### src/rtl/thread_issue_scheduler_pkg.sv
// Shared types for the barrel-thread issue scheduler: offset-table select
// encodings and the per-thread replay-counter type.
package thread_issue_scheduler_pkg;

  typedef enum logic [1:0] {
    OFS_RD_A = 2'd0,
    OFS_RD_B = 2'd1,
    OFS_WR_A = 2'd2,
    OFS_WR_B = 2'd3
  } ofs_sel_e;

  localparam int REPLAY_CNT_W = 8;

  typedef logic [REPLAY_CNT_W-1:0] replay_cnt_t;

  localparam replay_cnt_t REPLAY_CNT_MAX = '1;

  function automatic replay_cnt_t sat_inc(input replay_cnt_t value);
    return (value == REPLAY_CNT_MAX) ? value : value + 1'b1;
  endfunction

endpackage

### src/rtl/thread_slot_delay.sv
// Fixed-depth shift register of {thread, valid} tags with asynchronous clear,
// used to line an issued slot up with its returning pipeline status.
module thread_slot_delay #(
  parameter int DEPTH    = 8,
  parameter int THREAD_W = 3
) (
  input  logic                clock,
  input  logic                reset_n,
  input  logic [THREAD_W-1:0] in_thread,
  input  logic                in_valid,
  output logic [THREAD_W-1:0] out_thread,
  output logic                out_valid
);

  logic [THREAD_W-1:0] thread_q [DEPTH];
  logic [THREAD_W-1:0] thread_d [DEPTH];
  logic [DEPTH-1:0]    valid_q;
  logic [DEPTH-1:0]    valid_d;

  // NOTE: every variable in an always_comb gets a value on every path, so no latch is inferred.
  always_comb begin
    thread_d[0] = in_thread;
    for (int i = 1; i < DEPTH; i++) begin
      thread_d[i] = thread_q[i-1];
    end
    valid_d = {valid_q[DEPTH-2:0], in_valid};
  end

  // NOTE: the thread tags are cleared along with the valid bits so the tail reads thread 0 out of reset.
  always_ff @(posedge clock or negedge reset_n) begin
    if (!reset_n) begin
      for (int i = 0; i < DEPTH; i++) begin
        thread_q[i] <= '0;
      end
      valid_q <= '0;
    end else begin
      thread_q <= thread_d;
      valid_q  <= valid_d;
    end
  end

  assign out_thread = thread_q[DEPTH-1];
  assign out_valid  = valid_q[DEPTH-1];

endmodule

### src/rtl/thread_issue_scheduler.sv
// Round-robin barrel-thread issue scheduler: drives each thread's offset set,
// tracks issued slots to retire, and raises per-thread stall alarms on replays.
module thread_issue_scheduler
  import thread_issue_scheduler_pkg::*;
#(
  parameter int THREAD_COUNT      = 8,
  parameter int THREAD_ADDR_WIDTH = 3,
  parameter int READ_ADDR_WIDTH   = 10,
  parameter int WRITE_ADDR_WIDTH  = 12,
  parameter int ISSUE_PIPE_DEPTH  = 8,
  parameter int STALL_LIMIT       = 255
) (
  input  logic                         clock,
  input  logic                         reset_n,
  input  logic [THREAD_COUNT-1:0]      thread_enable,
  input  logic                         cfg_wren,
  input  logic [THREAD_ADDR_WIDTH-1:0] cfg_thread,
  input  logic [1:0]                   cfg_sel,
  input  logic [WRITE_ADDR_WIDTH-1:0]  cfg_data,
  input  logic                         IO_ready,
  output logic [THREAD_ADDR_WIDTH-1:0] issue_thread,
  output logic                         issue_valid,
  output logic [READ_ADDR_WIDTH-1:0]   read_addr_A_offset,
  output logic [READ_ADDR_WIDTH-1:0]   read_addr_B_offset,
  output logic [WRITE_ADDR_WIDTH-1:0]  write_addr_A_offset,
  output logic [WRITE_ADDR_WIDTH-1:0]  write_addr_B_offset,
  output logic [THREAD_ADDR_WIDTH-1:0] retire_thread,
  output logic                         retire_advance,
  output logic                         retire_replay,
  output logic [THREAD_COUNT-1:0]      stall_alarm
);

  localparam replay_cnt_t STALL_LIMIT_C = replay_cnt_t'(STALL_LIMIT);

  logic [THREAD_ADDR_WIDTH-1:0] slot_cnt_q, slot_cnt_d;
  logic [THREAD_ADDR_WIDTH-1:0] issue_thread_q, issue_thread_d;
  logic                         issue_valid_q, issue_valid_d;
  logic [READ_ADDR_WIDTH-1:0]   rd_a_q, rd_a_d, rd_b_q, rd_b_d;
  logic [WRITE_ADDR_WIDTH-1:0]  wr_a_q, wr_a_d, wr_b_q, wr_b_d;

  logic [READ_ADDR_WIDTH-1:0]   rd_a_tbl_q [THREAD_COUNT];
  logic [READ_ADDR_WIDTH-1:0]   rd_a_tbl_d [THREAD_COUNT];
  logic [READ_ADDR_WIDTH-1:0]   rd_b_tbl_q [THREAD_COUNT];
  logic [READ_ADDR_WIDTH-1:0]   rd_b_tbl_d [THREAD_COUNT];
  logic [WRITE_ADDR_WIDTH-1:0]  wr_a_tbl_q [THREAD_COUNT];
  logic [WRITE_ADDR_WIDTH-1:0]  wr_a_tbl_d [THREAD_COUNT];
  logic [WRITE_ADDR_WIDTH-1:0]  wr_b_tbl_q [THREAD_COUNT];
  logic [WRITE_ADDR_WIDTH-1:0]  wr_b_tbl_d [THREAD_COUNT];

  replay_cnt_t                  replay_cnt_q [THREAD_COUNT];
  replay_cnt_t                  replay_cnt_d [THREAD_COUNT];
  logic [THREAD_COUNT-1:0]      alarm_q, alarm_d;

  logic                         retire_valid;

  // Slot formation: the lookup reads the table before this cycle's write lands.
  always_comb begin
    slot_cnt_d     = slot_cnt_q + 1'b1;
    issue_thread_d = slot_cnt_q;
    issue_valid_d  = thread_enable[slot_cnt_q];
    rd_a_d         = rd_a_tbl_q[slot_cnt_q];
    rd_b_d         = rd_b_tbl_q[slot_cnt_q];
    wr_a_d         = wr_a_tbl_q[slot_cnt_q];
    wr_b_d         = wr_b_tbl_q[slot_cnt_q];
  end

  always_comb begin
    rd_a_tbl_d = rd_a_tbl_q;
    rd_b_tbl_d = rd_b_tbl_q;
    wr_a_tbl_d = wr_a_tbl_q;
    wr_b_tbl_d = wr_b_tbl_q;
    if (cfg_wren) begin
      unique case (ofs_sel_e'(cfg_sel))
        OFS_RD_A: rd_a_tbl_d[cfg_thread] = cfg_data[READ_ADDR_WIDTH-1:0];
        OFS_RD_B: rd_b_tbl_d[cfg_thread] = cfg_data[READ_ADDR_WIDTH-1:0];
        OFS_WR_A: wr_a_tbl_d[cfg_thread] = cfg_data;
        OFS_WR_B: wr_b_tbl_d[cfg_thread] = cfg_data;
      endcase
    end
  end

  thread_slot_delay #(
    .DEPTH    (ISSUE_PIPE_DEPTH),
    .THREAD_W (THREAD_ADDR_WIDTH)
  ) u_slot_delay (
    .clock      (clock),
    .reset_n    (reset_n),
    .in_thread  (issue_thread_q),
    .in_valid   (issue_valid_q),
    .out_thread (retire_thread),
    .out_valid  (retire_valid)
  );

  assign retire_advance = retire_valid & IO_ready;
  assign retire_replay  = retire_valid & ~IO_ready;

  // The alarm compares against the post-increment count so it fires on the limit-th replay.
  always_comb begin
    replay_cnt_d = replay_cnt_q;
    alarm_d      = alarm_q;
    for (int t = 0; t < THREAD_COUNT; t++) begin
      if (retire_thread == THREAD_ADDR_WIDTH'(t)) begin
        if (retire_advance) begin
          replay_cnt_d[t] = '0;
        end else if (retire_replay) begin
          replay_cnt_d[t] = sat_inc(replay_cnt_q[t]);
          if (sat_inc(replay_cnt_q[t]) >= STALL_LIMIT_C) begin
            alarm_d[t] = 1'b1;
          end
        end
      end
    end
  end

  // NOTE: state registers use non-blocking assignments so every flop samples pre-edge values.
  always_ff @(posedge clock or negedge reset_n) begin
    if (!reset_n) begin
      slot_cnt_q     <= '0;
      issue_thread_q <= '0;
      issue_valid_q  <= 1'b0;
      rd_a_q         <= '0;
      rd_b_q         <= '0;
      wr_a_q         <= '0;
      wr_b_q         <= '0;
      alarm_q        <= '0;
      for (int t = 0; t < THREAD_COUNT; t++) begin
        rd_a_tbl_q[t]   <= '0;
        rd_b_tbl_q[t]   <= '0;
        wr_a_tbl_q[t]   <= '0;
        wr_b_tbl_q[t]   <= '0;
        replay_cnt_q[t] <= '0;
      end
    end else begin
      slot_cnt_q     <= slot_cnt_d;
      issue_thread_q <= issue_thread_d;
      issue_valid_q  <= issue_valid_d;
      rd_a_q         <= rd_a_d;
      rd_b_q         <= rd_b_d;
      wr_a_q         <= wr_a_d;
      wr_b_q         <= wr_b_d;
      alarm_q        <= alarm_d;
      rd_a_tbl_q     <= rd_a_tbl_d;
      rd_b_tbl_q     <= rd_b_tbl_d;
      wr_a_tbl_q     <= wr_a_tbl_d;
      wr_b_tbl_q     <= wr_b_tbl_d;
      replay_cnt_q   <= replay_cnt_d;
    end
  end

  assign issue_thread        = issue_thread_q;
  assign issue_valid         = issue_valid_q;
  assign read_addr_A_offset  = rd_a_q;
  assign read_addr_B_offset  = rd_b_q;
  assign write_addr_A_offset = wr_a_q;
  assign write_addr_B_offset = wr_b_q;
  assign stall_alarm         = alarm_q;

endmodule

### config.mk
export PLATFORM = sky130hd
export DESIGN_NAME = thread_issue_scheduler
export DESIGN_NICKNAME = d
export VERILOG_FILES = /design/src/rtl/thread_issue_scheduler_pkg.sv /design/src/rtl/thread_slot_delay.sv /design/src/rtl/thread_issue_scheduler.sv
export SDC_FILE = /design/constraint.sdc
export NUM_CORES = 1
export LEC_CHECK = 0
export ABC_AREA = 1
export CELL_PAD_IN_SITES_DETAIL_PLACEMENT = 0
export CELL_PAD_IN_SITES_GLOBAL_PLACEMENT = 1
export CORE_UTILIZATION = 50
export DETAILED_ROUTE_END_ITERATION = 12
export MAX_ROUTING_LAYER = met4
export PLACE_DENSITY_LB_ADDON = 0.1
export SLEW_MARGIN = 25
export SYNTH_ARGS = -nofsm -noshare
export SYNTH_HDL_FRONTEND = slang
export SYNTH_SLANG_ARGS = --single-unit
### constraint.sdc
create_clock -name clock -period 4.7 [get_ports clock]
set_clock_uncertainty 0.05 [all_clocks]
set_input_delay 0.47 -clock clock [delete_from_list [all_inputs] [get_ports clock]]
set_output_delay 0.47 -clock clock [all_outputs]
set_load 0.005 [all_outputs]
Yosys cells after proc, flatten, opt, wreduce, memory -nomap -nowiden --
Cells that the tools add are included.
Word-level totals: logic and storage cells 179, register bits 507, input port bits 29
Operators by class: reductions and logical operators 24, muxes and demuxes 46, equality and inequality tests 18, add/subtract/negate cells 9, $lt $le $gt $ge 12, bitwise operators 6
Operator list (count):
- $bwmux W96 | 2
- $mux W8 | 24
- $bwmux W80 | 2
- $bmux W12 S3 | 2
- $add A8 B1 Y8 const B | 8
- $eq A8 B8 Y1 const B | 8
- $ge A8 B8 Y1 const B | 8
- $bmux W10 S3 | 2
- $mux W12 | 5
- $mux W10 | 5
- $demux W12 S3 | 1
- $reduce_and A4 Y1 | 8
- $demux W10 S3 | 1
- $reduce_and A2 Y1 | 12
- $eq A3 B3 Y1 const B | 4
- $ge A4 B4 Y1 const B | 2
- $not A3 Y4 | 2
- $eq A3 B2 Y1 const B | 2
- $eq A2 B2 Y1 const B | 2
- $lt A3 B4 Y1 const B | 1
- $lt A4 B1 Y1 const B | 1
- $add A3 B1 Y3 const B | 1
- $bmux W1 S3 | 1
- $eq A3 B1 Y1 const B | 1
- other kinds (8) | 10

Logic depth before layout (Yosys ltp) --
Gate-level depths: netlist (run 1).
word-level depth 6, gate-level depth with buffers 11, mapped depth without buffers 11

By module --
Synthesis (run 1) repeated with hierarchy kept, for this count alone.
Unflattened totals: cells, all modules 2676, area total of the unflattened synthesis 22240.1 um2
Modules (own cells, without submodules):
- thread_issue_scheduler | area each 21439.3 um2, sequential area each 11886.4 um2, instances 1, cells each 2644
- thread_slot_delay | area each 800.8 um2, sequential area each 800.8 um2, instances 1, cells each 32

Least setup slack after synthesis (run 1) --
Ideal clock, no wire load.
path type in2reg, start point input cfg_wren, end point register rd_a_tbl_q[29] in the netlist's numbering, stages on the path 6, library setup time 0.134 ns, required time 4.516 ns, data arrival time 1.451 ns, slack 3.066 ns, path through inv_1 nor3_1 nand2_1 buf_2 nand2_1 o21ai_0
Between the ends: word-level cells in the longest chain between the ends 1
RTL lines:
- from (decl) | line thread_issue_scheduler.sv:16 | input logic cfg_wren,
- $reduce_and A2 Y1 (no line)
- to (signal assigned) | line thread_issue_scheduler.sv:142 | rd_a_tbl_q <= rd_a_tbl_d;
- to (decl) | line thread_issue_scheduler.sv:41 | logic [READ_ADDR_WIDTH-1:0] rd_a_tbl_q [THREAD_COUNT];
No other way between the ends. A chain may end at the register's enable or synchronous reset.

Worst setup path after layout (run 1) --
start point input cfg_thread[2], end point register wr_b_tbl_q[32] in the netlist's numbering
Between the ends: word-level cells in the longest chain between the ends 6, elaborated cells between the ends (all ways) 7, those cells by class order compare: 2; mux: 3; bitwise: 1; reduce/logical: 1
RTL lines:
- from (decl) | line thread_issue_scheduler.sv:17 | input logic [THREAD_ADDR_WIDTH-1:0] cfg_thread,
- $not A3 Y4 (implied by the code) (*) | line thread_issue_scheduler.sv:77 | OFS_WR_B: wr_b_tbl_d[cfg_thread] = cfg_data;
- $ge A4 B4 Y1 (implied by the code) or $lt A4 B1 Y1 (tied branches) | line thread_issue_scheduler.sv:77
- $logic_and A1 B1 Y1 (implied by the code) | line thread_issue_scheduler.sv:77
- $mux W12 (implied by the code) | line thread_issue_scheduler.sv:77
- $demux W12 S3 (*) | line thread_issue_scheduler.sv:77
- $bwmux W96 (*) | line thread_issue_scheduler.sv:77
- to (signal assigned) | line thread_issue_scheduler.sv:145 | wr_b_tbl_q <= wr_b_tbl_d;
- to (decl) | line thread_issue_scheduler.sv:47 | logic [WRITE_ADDR_WIDTH-1:0] wr_b_tbl_q [THREAD_COUNT];
Every way passes the cells marked *; elsewhere a longest branch is shown, timed or not.

==> results.toml, run 1 <==
[critical_path]
crit_path_start = "cfg_thread[2]"
cp-start-kind = "input pin"
crit_fanout = 24
r2r-start = "issue_thread_d[0]"
cp_data_required_time_ps = 5080
slowest_stage = "nor2_2"
r2r-end = "read_addr_B_offset[5]"
critPathBufInv = 3
crit_arrival_ps = 2850
crit_path_end_kind = "flop"
regToRegSetupSlack_ps = 2240
cp_slowest_stage_delay_ps = 800
crit_family = "simple AND/OR/NAND/NOR gates"
cpMostUsedCell = "inv_1"
worstSetupPathType = "input pin to flop"
rr_worst_depth = 6
crit_path_cell_trace = "clkdlybuf4s50_1 -> inv_1 -> nor3_1 -> inv_1 -> nor2_2 -> o21ai_0"

[detailed_routing]
dr_total_vias = 17960
wl_per_cell_microns = 17.41
drtIter0Drc = 1641
ant_nets = 0
routed_wl_microns = 57200
drc = 0
drt-vias-per-instance = 5.467
dr.pass1.iters = 5

[cells_and_area]
seq_area_sq_mm = 0.01269
syn2layout_area_growth_pct = 13.21
finalNetCount = 2699
fin_area_sq_mm = 0.02522
post_layout_nonfiller_instances = 3286
layout-drive-gt1-share_pct = 4.517
diodes = 0
layout_commonest_cell = "nand2_1"
fin_util_pct = 57.92
multi_input_area_sq_mm = 0.008367
fillCellCount = 3969
final_cell_mix = "nand2_1, o21ai_0, dfrtp_1"

[timing]
fin_setup_tns_ps = 0
tightest_slew_ps = 1046
hold_viol_final = 0
rsz0062_at_grt = "no"
slew_headroom_pct = 30.27
fmaxAchievable_mhz = 405.3
min_period_ps = 2468
drv_slew = 0
setup_violations = 0
hold-worst-slack_ps = 296.4
period_share_pct = 52.50

[synthesis]
syn_area_sq_mm = 0.02228
ys_types = 28
yosysSeqAreaShare_pct = 56.94
synth_warnings = 0
synth_nets = 2708
netlist_instances = 2670
syn_area_per_cell_sq_um = 8.345
synth_seq_cells = 507

[power_and_ir_drop]
switchingPower_mw = 2.878
leakage_nw = 11.54
swShare_pct = 26.01
p_comb_share_pct = 12.4
ir_drop_v = 0.0003414
power_density_mw_per_mm2 = 438.6
clkPwrFrac_pct = 38.4
pwr-share-seq_pct = 49.2
intPower_mw = 8.186

[worst_hold_path]
worstHoldPathCells = 0
hold_path_end = "u_slot_delay.valid_q[1]"
hold_class = "flop to flop"
hp-start = "u_slot_delay.valid_q[0]"

[die]
die_w_microns = 213.1
dieArea_sq_mm = 0.04541
initial_utilization_pct = 51.16
core_sq_mm = 0.04355
std_cell_rows = 76
io_pins = 90
die_h_microns = 213.1

[global_route]
antenna_found_initial = 0
grt_pass1_wl_microns = 92230
gr-total-overflow = 0
grt_pass1_vias = 16960
grt_usage_pct = 26.65
grt_max_degree = 119

[clock_tree]
insertion_delay_ps = 600
htreeDepth = 2
cts_buffer_depth = 3
cts_made_buffers = 54
cts_resized = 0
cts_sinks = 507
clkTransAtPathRegs_ps = 60
cts-root-buf = "clkbuf_16"
cts_tree = "yes"

[placed_design]
port_buffers = 89
dpl_cell_area_sq_mm = 0.02340
gp_congestion = 0.8558
dp.cells = 3188
dp_hpwl_microns = 34140

[run_status]
status = "complete, no violations"

[run]
maxCapViolCount = 0
metrics by stage:
step | power (mW) | setup slack, ps
2_1_floorplan | 6.293 | 3066
3_3_place_gp | 6.819 | 1698
3_5_place_dp | 6.883 | 1645
4_1_cts | 11.17 | 2255
5_1_grt | 11.64 | 2082
6_report | 11.06 | 2232
synth_stat cells, drive strengths merged:
master	count	area share (%)
clkbuf	127	2.1
xor2	8	0.31
a31oi	12	0.34
nand2	769	13
inv	139	2.3
o21ai	538	12
buf	45	1.0
o22ai	7	0.20
or2	1	0.028
ha	9	0.51
o32ai	66	2.6
nand3	69	1.5
nand4	1	0.028
nor2	323	5.5
xnor2	6	0.24
nor3	13	0.42
dfrtp	507	57
o21bai	3	0.10
o211ai	12	0.40
a21oi	15	0.34
final cells by class:
class / count / area share (%)
clock buffers: 79 / 6.329
clock inverters: 17 / 0.7540
inverters: 139 / 2.078
multi-input cells: 1852 / 33.17
flip-flops and latches: 507 / 50.33
well taps: 585 / 2.902
repair buffers: 107 / 4.439
worst max path at each step:
stage                            endpoint  cells past startpoint
finish                     wr_b_tbl_q[32]                      6
CTS                 read_addr_B_offset[5]                      6
global route               wr_b_tbl_q[58]                      6
global placement           wr_b_tbl_q[55]                      7
floorplan                  rd_a_tbl_q[29]                      6
detailed placement         wr_b_tbl_q[58]                      6
per-layer routing:
layer / GRT usage [%] / vias up / part of all wire [%]
met5: - / - / 0
met4: 6.946 / 0 / 1.8
met3: 3.589 / 78 / 5.0
met2: 41.91 / 481 / 47
met1: 36.52 / 8698 / 46
li1: - / 8706 / -
state kept, by name (all words and copies together) (netlist names):
| name | count |
|---|---|
| rd_a_tbl_q | 80 |
| issue_thread_d | 3 |
| wr_b_tbl_q | 96 |
| wr_a_tbl_q | 96 |
| write_addr_A_offset | 12 |
| rd_b_tbl_q | 80 |
| issue_valid | 1 |
| stall_alarm | 8 |
| write_addr_B_offset | 12 |
| read_addr_B_offset | 10 |
| u_slot_delay.valid_q | 8 |
| read_addr_A_offset | 10 |
| replay_cnt_q | 64 |
| u_slot_delay.thread_d | 21 |
| issue_thread | 3 |
| u_slot_delay.out_thread | 3 |
cells by family after synthesis:
logic type               synth area share (%)
AND/OR/NAND/NOR                         20.44
buffers and inverters                   5.503
XOR/XNOR                               0.5504
adder cells (fa/ha/maj)                0.5054
flip-flops                              56.94
AO/OA/AOI/OAI                           16.06
power groups by stage:
stage	combinational [mW]	sequential, mW	clock (mW)
3_3_place_gp	1.33	5.49	0
2_1_floorplan	0.877	5.42	0
6_report	1.38	5.44	4.25
3_5_place_dp	1.38	5.50	0
5_1_grt	1.60	5.52	4.52
4_1_cts	1.39	5.43	4.35
timing repair:
action | 4_1_cts | 5_1_grt
hold buffers | 1 | 0
buffers inserted | 0 | 0
endpoints found under the hold margin | 112 | 0
No activity file was read; power rests on OpenSTA's default activity.
==> inputs of run 2 (changes only) <==
--- a/config.mk
+++ b/config.mk
@@ -8,7 +8,7 @@
 export ABC_AREA = 1
 export CELL_PAD_IN_SITES_DETAIL_PLACEMENT = 0
 export CELL_PAD_IN_SITES_GLOBAL_PLACEMENT = 1
-export CORE_UTILIZATION = 50
+export CORE_UTILIZATION = 42
 export DETAILED_ROUTE_END_ITERATION = 12
 export MAX_ROUTING_LAYER = met4
 export PLACE_DENSITY_LB_ADDON = 0.1
==> constraint.sdc (replaced) <==
create_clock -name clock -period 2.05 [get_ports clock]
set_clock_uncertainty 0.05 [all_clocks]
set_input_delay 0.205 -clock clock [delete_from_list [all_inputs] [get_ports clock]]
set_output_delay 0.205 -clock clock [all_outputs]
set_load 0.005 [all_outputs]
==> results.toml, run 2 (synthesis gave the netlist of run 1 again) <==
[critical_path]
cp_data_required_time_ps = 1790
r2r-start = "issue_thread_d[1]"
worstSetupPathType = "flop to output pin"
crit_path_end_kind = "output pin"
cp-start-kind = "flop"
regToRegSetupSlack_ps = 220
crit_path_cell_trace = "inv_1 -> nor2_1 -> clkdlybuf4s50_1"
crit_arrival_ps = 1620
critPathCapture = "retire_replay"
slowest_stage = "clkdlybuf4s50_1"
cp_slowest_stage_delay_ps = 500
crit_path_start = "u_slot_delay.valid_q[7]"
crit_fanout = 4
rr_worst_depth = 4
r2r-end = "write_addr_B_offset[1]"

[clock_tree]
cts-root-buf = "clkbuf_16"
cts_buffer_depth = 3
insertion_delay_ps = 620
cts_tree = "yes"
clkTransAtPathRegs_ps = 60
cts_sinks = 507
cts_made_buffers = 56
htreeDepth = 2

[detailed_routing]
dr.pass1.iters = 5
drtIter0Drc = 1388
ant_nets = 0
drc = 0
dr_total_vias = 18230
drt-vias-per-instance = 5.224
wl_per_cell_microns = 17.42
routed_wl_microns = 60760

[global_route]
gr-total-overflow = 0
antenna_found_initial = 0
grt_usage_pct = 23.81
grt_pass1_wl_microns = 97910
grt_max_degree = 95
grt_pass1_vias = 17610

[timing]
hold-worst-slack_ps = 27.98
hold_viol_final = 0
tightest_slew_ps = 572.5
period_share_pct = 91.57
fmaxAchievable_mhz = 532.7
min_period_ps = 1877
setup_violations = 0
fin_setup_tns_ps = 0
slew_headroom_pct = 61.83
rsz0062_at_grt = "no"
drv_slew = 0

[power_and_ir_drop]
ir_drop_v = 0.0006776
finalPower_mw = 25.97
leakage_nw = 12.24
power_density_mw_per_mm2 = 976.6

[worst_hold_path]
hold_class = "input pin to asynchronous set/reset pin"

[run_status]
status = "complete, no violations"

[placed_design]
dp_hpwl_microns = 38150
gp_congestion = 0.8567
port_buffers = 89

[cells_and_area]
diodes = 0
final_cell_mix = "nand2_1, o21ai_0, dfrtp_1"
syn2layout_area_growth_pct = 19.38
layout_commonest_cell = "nand2_1"
fillCellCount = 4991
top_regs = "wr_a_tbl_q (96), wr_b_tbl_q (96)"
finalNetCount = 2792
layout-drive-gt1-share_pct = 7.533

[die]
initial_utilization_pct = 42.48
dieArea_sq_mm = 0.05397
die_w_microns = 232.3
core_sq_mm = 0.05245
die_h_microns = 232.3
io_pins = 90
std_cell_rows = 84

[run]
maxCapViolCount = 0
==> run 2: stage by stage <==
stage	utilization [%]	worst slack [ps]	std cells	cell area, sq um
4_1_cts	50.71	126.4	3489	26600
3_5_place_dp	47.13	9.942	3383	24720
6_report	50.72	172.9	3489	26600
3_3_place_gp	47.13	39.64	3383	24720
5_1_grt	50.72	28.03	3489	26600
2_1_floorplan	-	496.2	2670	22280
==> run 2: per-layer routing <==
metal | vias to the layer above | share of wire (%) | global-route usage, %
met5 | - | 0 | -
met2 | 423 | 47 | 37.41
li1 | 8898 | - | -
met4 | 0 | 1.9 | 6.044
met1 | 8820 | 46 | 32.55
met3 | 85 | 5.0 | 3.168
==> run 2: worst max-delay path, delay by kind of cell, from the launching register on <==
family	cells	cell delay, ps
and+or+nand+nor	1	90
DFF	1	380
buffers and inverters	2	550
==> run 2: layout make-up <==
cell class / instances / area (sq um) / share of cell area, %
Tap cell: 688 / 860.8 / 3.236
Clock buffer: 89 / 1707 / 6.416
Timing Repair Buffer: 198 / 2280 / 8.571
Sequential cell: 507 / 12690 / 47.73
Inverter: 139 / 524.3 / 1.971
Multi-Input combinational cell: 1852 / 8369 / 31.47
Clock inverter: 16 / 162.7 / 0.6115
==> run 2: report_power, final <==
| part | internal [mW] | switching, mW | leakage [nW] |
|---|---|---|---|
| clock network | 6.06 | 4.10 | 0.931 |
| registers | 11.6 | 0.860 | 6.48 |
| logic | 1.51 | 1.83 | 4.83 |
| total | 19.2 | 6.80 | 12.2 |
==> run 2: worst min-delay path by stage <==
stage / end / cells past startpoint / slack [ps] / from
6_report: stall_alarm[7] / 2 / 30 / reset_n
5_1_grt: wr_b_tbl_q[94] / 2 / 30 / reset_n
4_1_cts: wr_b_tbl_q[94] / 2 / 6 / reset_n
3_5_place_dp: stall_alarm[7] / 1 / 60 / reset_n
3_3_place_gp: stall_alarm[7] / 1 / 60 / reset_n
2_1_floorplan: issue_thread[0] / 0 / -140 / reset_n
==> run 2: timing repair <==
| action | 4_1_cts | 5_1_grt |
|---|---|---|
| endpoints found under the hold margin | 360 | 0 |
| setup buffers | 0 | 0 |
| hold buffers | 1 | 0 |
| resized for setup | 0 | 1 |
| endpoints found under the setup margin | 0 | 1 |
==> inputs of run 3 (changes only) <==
--- a/config.mk
+++ b/config.mk
@@ -10,7 +10,6 @@
 export CELL_PAD_IN_SITES_GLOBAL_PLACEMENT = 1
 export CORE_UTILIZATION = 42
 export DETAILED_ROUTE_END_ITERATION = 12
-export MAX_ROUTING_LAYER = met4
 export PLACE_DENSITY_LB_ADDON = 0.1
 export SLEW_MARGIN = 25
 export SYNTH_ARGS = -nofsm -noshare
==> constraint.sdc (replaced) <==
create_clock -name clock -period 2.05 [get_ports clock]
set_clock_uncertainty 0.05 [all_clocks]
set_input_delay 0.41 -clock clock [delete_from_list [all_inputs] [get_ports clock]]
set_output_delay 0.41 -clock clock [all_outputs]
set_load 0.005 [all_outputs]
==> results.toml, run 3 (synthesis gave the netlist of run 1 again) <==
[run_status]
status = "complete, no violations"

[power_and_ir_drop]
p_comb_share_pct = 12.9
pwr-share-seq_pct = 48.0
finalPower_mw = 25.98
ir_drop_v = 0.0006093
clkPwrFrac_pct = 39.1
power_density_mw_per_mm2 = 978.5
leakage_nw = 12.23
swShare_pct = 26.15
intPower_mw = 19.18
switchingPower_mw = 6.792

[placed_design]
gp_congestion = 0.8374
dp.cells = 3384
port_buffers = 89
dp_hpwl_microns = 38340
place_ws_ps = -130.8

[critical_path]
critPathBufInv = 1
slowest_stage = "clkdlybuf4s50_1"
cp-start-kind = "flop"
crit_path_end_kind = "output pin"
crit_fanout = 4
r2r-start = "replay_cnt_q[49]"
crit_cells = 1
worstSetupPathType = "flop to output pin"
r2r-end = "stall_alarm[1]"
critPathCapture = "retire_thread[0]"
regToRegSetupSlack_ps = 190
cp_data_required_time_ps = 1590
crit_path_start = "u_slot_delay.out_thread[0]"
crit_family = "buffers and inverters"
crit_arrival_ps = 1530
crit_path_cell_trace = "clkdlybuf4s50_1"
cp_slowest_stage_delay_ps = 530
rr_worst_depth = 9

[die]
die_w_microns = 232.3
io_pins = 90
initial_utilization_pct = 42.48
dieArea_sq_mm = 0.05397
die_h_microns = 232.3
std_cell_rows = 84
core_sq_mm = 0.05245

[cells_and_area]
fillCellCount = 5001
multi_input_area_sq_mm = 0.008367
layout-drive-gt1-share_pct = 7.467
syn2layout_area_growth_pct = 19.16
final_cell_mix = "nand2_1, o21ai_0, dfrtp_1"
seq_area_sq_mm = 0.01269
post_layout_nonfiller_instances = 3488
top_regs = "wr_a_tbl_q (96), wr_b_tbl_q (96)"
finalNetCount = 2795
layout_commonest_cell = "nand2_1"

[timing]
setup_violations = 0
timing.final.ws_setup_ps = 58.88
drv_slew = 0
fmaxAchievable_mhz = 502.2
tightest_slew_ps = 545.7
rsz0062_at_grt = "no"
period_share_pct = 97.13
min_period_ps = 1991
hold_viol_final = 0
slew_headroom_pct = 63.62
hold-worst-slack_ps = 253.8

[detailed_routing]
drc = 0
dr_total_vias = 18130
dr.pass1.iters = 5
ant_nets = 0
routed_wl_microns = 61290
drtIter0Drc = 1332
drt-vias-per-instance = 5.196
wl_per_cell_microns = 17.57

[clock_tree]
cts-root-buf = "clkbuf_16"
cts_tree = "yes"
cts_buffer_depth = 3
htreeDepth = 2
clkTransAtPathRegs_ps = 60
cts_sinks = 507
insertion_delay_ps = 610
cts_made_buffers = 56

[run]
maxCapViolCount = 0

[global_route]
antenna_found_initial = 0
grt_max_degree = 86
gr-total-overflow = 0
grt_pass1_wl_microns = 99480
grt_pass1_vias = 17780
grt_usage_pct = 23.40

[worst_hold_path]
hold_class = "input pin to asynchronous set/reset pin"
==> run 3: cell types whose count changed in the layout (fill, tap and decap cells not counted), moves of 2 or more <==
cell             previous run  this run
o21ai_0                   522       519
buf_12                     45        41
o21ai_1                    16        19
buf_4                      63        70
clkbuf_8                   16        10
bufinv_16                   3         5
dlygate4sd2_1               0         2
clkdlybuf4s50_1            88        86
clkinv_2                   11         9
==> run 3: cell type report <==
type	instances	area share, %
tap	688	3.243
inverter	139	1.975
clock buffer	82	6.103
timing repair buffer	201	8.474
multi-input combinational	1852	31.52
sequential	507	47.82
clock inverter	18	0.8625
antenna	1	0.009426
==> run 3: worst min path at each step <==
| stage | to | slack [ps] | depth (start not counted) |
|---|---|---|---|
| 2_1_floorplan | issue_thread[0] | 60 | 0 |
| 3_3_place_gp | u_slot_delay.out_thread[2] | 280 | 0 |
| 3_5_place_dp | u_slot_delay.valid_q[5] | 280 | 0 |
| 4_1_cts | replay_cnt_q[2] | 240 | 2 |
| 5_1_grt | replay_cnt_q[2] | 270 | 2 |
| 6_report | replay_cnt_q[2] | 250 | 2 |
==> run 3: power groups by stage <==
stage / clock (mW) / sequential (mW) / combinational (mW)
2_1_floorplan: 0 / 12.4 / 2.01
3_3_place_gp: 0 / 12.6 / 3.29
3_5_place_dp: 0 / 12.6 / 3.38
4_1_cts: 10.4 / 12.5 / 3.40
5_1_grt: 10.8 / 12.7 / 3.88
6_report: 10.1 / 12.5 / 3.35
==> run 3: what timing repair did <==
action | CTS | global route
resized for setup | 2 | 3
setup buffers | 1 | 1
hold buffers | 1 | 0
endpoints found under the hold margin | 28 | 0
endpoints found under the setup margin | 2 | 4
==> run 3: through the flow <==
stage | area (sq um) | util, % | TNS [ps]
floorplan | 22280 | - | 0
global placement | 24670 | 47.05 | -7897
detailed placement | 24670 | 47.05 | -16040
CTS | 26540 | 50.60 | 0
global route | 26550 | 50.62 | 0
finish | 26550 | 50.62 | 0
==> run 3: layer usage <==
metal,GRT usage (%),part of all wire (%),up-vias
met4,7.216,2.6,0
met3,2.972,3.8,90
met5,0,0,-
li1,-,-,8897
met1,32.57,47,8781
met2,37.96,47,357
